--- src/rtl/gf180mcu_osu_sc_gp12t3v3__dffre_pipe.sv ---
// -----------------------------------------------------------------------------
// gf180mcu_osu_sc_gp12t3v3__dffre_pipe
//
// Multi-bit, multi-stage register pipeline with load enable, scan shift,
// programmable reset value and per-stage valid tracking. Every data bit sits
// on a single scan chain: SI -> stage[0][0] .. stage[0][WIDTH-1] ->
// stage[1][0] .. stage[STAGES-1][WIDTH-1] -> SO.
//
// Parameters
//   WIDTH     data bits per stage (>= 1)
//   STAGES    pipeline depth (>= 1)
//   RESET_VAL value loaded into every stage while R is high
//
// Ports
//   CLK    in   1      rising-edge clock
//   R      in   1      asynchronous active-high reset
//   D      in   WIDTH  data into stage 0
//   EN     in   1      load/advance enable
//   SE     in   1      scan enable (overrides EN)
//   SI     in   1      scan input
//   Q      out  WIDTH  last-stage data
//   QN     out  WIDTH  bitwise inverse of Q
//   VALID  out  1      last-stage valid flag
//   SO     out  1      scan output (MSB of last stage)
// -----------------------------------------------------------------------------
module gf180mcu_osu_sc_gp12t3v3__dffre_pipe #(
    parameter int unsigned            WIDTH     = 4,
    parameter int unsigned            STAGES    = 2,
    parameter logic [WIDTH-1:0]       RESET_VAL = {WIDTH{1'b0}}
) (
    input  logic             CLK,
    input  logic             R,
    input  logic [WIDTH-1:0] D,
    input  logic             EN,
    input  logic             SE,
    input  logic             SI,
    output logic [WIDTH-1:0] Q,
    output logic [WIDTH-1:0] QN,
    output logic             VALID,
    output logic             SO
);

    // Total number of storage bits on the scan chain.
    localparam int unsigned NBITS = WIDTH * STAGES;

    // All stages flattened: stage k, bit b lives at index k*WIDTH + b, so a
    // left shift by one walks the scan chain and a left shift by WIDTH
    // advances the pipeline.
    logic [NBITS-1:0]  chain_r;
    logic [NBITS-1:0]  chain_nxt_s;
    logic [NBITS-1:0]  chain_scan_s;
    logic [NBITS-1:0]  chain_adv_s;
    logic [STAGES-1:0] vld_r;
    logic [STAGES-1:0] vld_nxt_s;
    logic [STAGES-1:0] vld_adv_s;
    logic [WIDTH-1:0]  qn_r;

    // Shift/advance candidates; the degenerate single-bit / single-stage
    // cases have no upper bits to carry forward.
    generate
        if (NBITS > 1) begin : g_scan_multi
            assign chain_scan_s = {chain_r[NBITS-2:0], SI};
        end else begin : g_scan_single
            assign chain_scan_s = SI;
        end

        if (STAGES > 1) begin : g_adv_multi
            assign chain_adv_s = {chain_r[NBITS-WIDTH-1:0], D};
            assign vld_adv_s   = {vld_r[STAGES-2:0], 1'b1};
        end else begin : g_adv_single
            assign chain_adv_s = D;
            assign vld_adv_s   = 1'b1;
        end
    endgenerate

    // Next-state select: scan beats advance beats hold; valid bits stay put
    // during scan because they are not part of the chain.
    always_comb begin
        chain_nxt_s = chain_r;
        vld_nxt_s   = vld_r;
        if (SE) begin
            chain_nxt_s = chain_scan_s;
            vld_nxt_s   = vld_r;
        end else if (EN) begin
            chain_nxt_s = chain_adv_s;
            vld_nxt_s   = vld_adv_s;
        end else begin
            chain_nxt_s = chain_r;
            vld_nxt_s   = vld_r;
        end
    end

    // State registers with asynchronous reset to RESET_VAL / not-valid.
    // QN is kept in its own register so it is as glitch-free as Q.
    always_ff @(posedge CLK or posedge R) begin
        if (R) begin
            chain_r <= {STAGES{RESET_VAL}};
            vld_r   <= {STAGES{1'b0}};
            qn_r    <= ~RESET_VAL;
        end else begin
            chain_r <= chain_nxt_s;
            vld_r   <= vld_nxt_s;
            qn_r    <= ~chain_nxt_s[NBITS-1 -: WIDTH];
        end
    end

    assign Q     = chain_r[NBITS-1 -: WIDTH];
    assign QN    = qn_r;
    assign VALID = vld_r[STAGES-1];
    assign SO    = chain_r[NBITS-1];

endmodule

--- config.mk ---
export PLATFORM = sky130hd
export DESIGN_NAME = gf180mcu_osu_sc_gp12t3v3__dffre_pipe
export DESIGN_NICKNAME = d
export VERILOG_FILES = /design/src/rtl/gf180mcu_osu_sc_gp12t3v3__dffre_pipe.sv
export SDC_FILE = /design/constraint.sdc
export NUM_CORES = 1
export LEC_CHECK = 0
export CORE_UTILIZATION = 47
export DETAILED_ROUTE_END_ITERATION = 7
export PLACE_DENSITY_LB_ADDON = 0.15
export SKIP_CTS_REPAIR_TIMING = 1
export SLEW_MARGIN = 25
export SYNTH_ARGS = -nofsm -noshare
export SYNTH_HDL_FRONTEND = slang
export SYNTH_SLANG_ARGS = --single-unit
export TNS_END_PERCENT = 10
--- constraint.sdc ---
create_clock -name CLK -period 1.8 [get_ports CLK]
set_input_delay 0.54 -clock CLK [delete_from_list [all_inputs] [get_ports CLK]]
set_output_delay 0.54 -clock CLK [all_outputs]
set_load 0.01 [all_outputs]
==> results.yml <==
outcome:
  status: "complete, no violations"
sta:
  finalHoldViolations: 0
  slew_viol_final: 0
  worst_pin_slew_ps: 529
  rsz0062_at_grt: "no"
  clock.fmax_mhz: 577
  fin_crit_ps: 1730
  setup_viol: 0
  post-route-period-util_pct: 96.2
  fin_worst_skew_ps: 3.58
  relSlewSlack_pct: 64.7
yosys:
  async_flop_share_pct: 100
  ys.flop_type: "dfrtp_1"
  syn-num-nets: 62
  ys_ff_latch: 14
  syn-cell-area_um2: 626
  yosysWarnings: 0
  yosysTopAreaCell: "dfrtp_1"
  yosysMostFrequentCell: "dfrtp_1"
  syn_inst: 53
  synth_top_area_share_pct: 40.0
  synth_common_cells: "dfrtp_1, mux2i_1, nand2_1, o21ai_0"
  synth_edf_count: 0
  synth_cell_type_count: 14
  yosys-top-cells-area: "dfrtp_1, dfstp_2, mux2i_1"
  syn_area_per_cell_um2: 11.8
  ys_seq_area_share_pct: 56.8
hold_path:
  hold_end: "vld_r[0]$_DFFE_PP0P_"
  hold_start: "vld_r[0]$_DFFE_PP0P_"
  hold-path-cell-count: 1
  hold_class: "flip-flop to flip-flop"
critical_path:
  cp-end-kind: "output pin"
  timing.rr.start: "chain_r[0]$_DFFE_PP0P_"
  critPathBufInv: 1
  critPathRequiredTime_ps: 1260
  r2r_slack_ps: 960
  cpPeakStageDelay_ps: 550
  crit_chain: "clkdlybuf4s50_1"
  path_class: "flip-flop to output pin"
  path_max_fanout: 3
  crit_family: "buffers and inverters"
  crit_arrival_ps: 1190
  critPathLaunchType: "flip-flop"
  timing.rr.end: "chain_r[0]$_DFFE_PP0P_"
  worstRegToRegCells: 2
  slowest_stage: "clkdlybuf4s50_1"
finish:
  final_cell_area_um2: 833
  drive_gt1_share_pct: 15.9
  antenna_cells: 0
  num-fill-cells: 91
  nets: 80
  area_growth_pct: 33.2
clocking:
  cts_root_buf: "clkbuf_4"
  cts_tree: "done"
  cts_buffer_depth: 2
  numCtsBuffers: 3
  htree_levels: 1
  cts_sinks: 14
  clkTransAtPathRegs_ps: 80
  clock_latency_ps: 270
drt:
  wl_um: 1170
  drt_iter0_markers: 9
  routed_via_density: 5.37
  drc: 0
  dr.pass1.iters: 4
  ant_nets: 0
  vias: 446
  wire_per_inst_um: 14.1
power_and_ir_drop:
  finalPower_w: 0.000719
  ir_drop_uv: 558
  power_density_mw_per_mm2: 863
  leakagePower_nw: 0.382
floorplanning:
  die_x_um: 38.5
  dieArea_mm2: 0.00148
  core-area_mm2: 0.00117
  die_y_um: 38.5
  ioPinCount: 19
  start_util_pct: 53.4
  row_count: 12
grt:
  antenna_found_initial: 0
  grt_pass1_wl_um: 1820
  grtUsageTotal_pct: 17.9
  grt_max_degree: 21
  grt_pass1_vias: 427
  grt_overflow: 0
placed_design:
  dpl_cell_area_um2: 801
  place_congestion: 0.654
  port_buffers: 18
  hpwl_um: 798
job:
  drv_cap: 0
## metal layers
metal,part of all wire (%),global-route usage (%),vias up
met5,0,0,-
met4,0.60,5.17,0
met3,5.6,3.49,2
met2,52,29.6,19
met1,41,23.8,218
li1,-,-,207
## worst max-delay path by stage
stage | start | end | slack (ps) | cells after the start
final | flip-flop | Q[1] | 70 | 1
after global routing | flip-flop | Q[3] | 20 | 1
after CTS | QN[0]$_DFF_PP1_ | QN[0] | -70 | 1
after detailed placement | EN | vld_r[1]$_DFFE_PP0P_ | 120 | 4
after global placement | EN | vld_r[1]$_DFFE_PP0P_ | 140 | 4
after floorplan | EN | vld_r[1]$_DFFE_PP0P_ | 660 | 3
## cell families after synthesis
kind of cell           Yosys count  share of synthesized area (%)
muxes                            9                           15.2
buffers and inverters            8                           8.60
and+or+nand+nor                 10                           8.20
DFF                             14                           56.8
AOI/OAI and AO/OA               12                           11.2
## report_power, final
part           internal (W)  switching [W]
Clock             0.0000773      0.0000876
Sequential         0.000361      0.0000220
Combinational     0.0000981      0.0000726
Total              0.000537       0.000182
## layout make-up
| class | count | area, um^2 | area share (%) |
|---|---|---|---|
| Multi-Input combinational cell | 31 | 216 | 26.0 |
| Tap cell | 14 | 17.5 | 2.10 |
| Sequential cell | 14 | 355 | 42.6 |
| Clock buffer | 3 | 22.5 | 2.70 |
| Timing Repair Buffer | 20 | 218 | 26.1 |
| Inverter | 1 | 3.75 | 0.450 |
## layout by cell type, fill, tap and decap left out
cell,instances
buf_12,1
dfstp_2,4
buf_4,1
o21a_1,4
dfrtp_1,10
or2b_1,1
inv_1,1
nand2b_4,1
dlymetal6s2s_1,4
clkdlybuf4s50_1,14
nand2_1,8
clkbuf_4,3
mux2_4,1
mux2i_1,8
o21ai_0,8
## stage by stage
| step | util, % | hold WS (ps) | cells | worst slack [ps] | setup TNS (ps) |
|---|---|---|---|---|---|
| floorplan | - | 426 | 53 | 660 | 0 |
| global placement | 68.4 | 449 | 80 | 142 | 0 |
| detailed placement | 68.4 | 461 | 80 | 116 | 0 |
| CTS | 70.3 | 479 | 83 | -70.1 | -238 |
| global route | 71.2 | 494 | 83 | 23.9 | 0 |
| finish | 71.2 | 473 | 83 | 68.3 | 0 |
(Power assumes the default switching activity.)
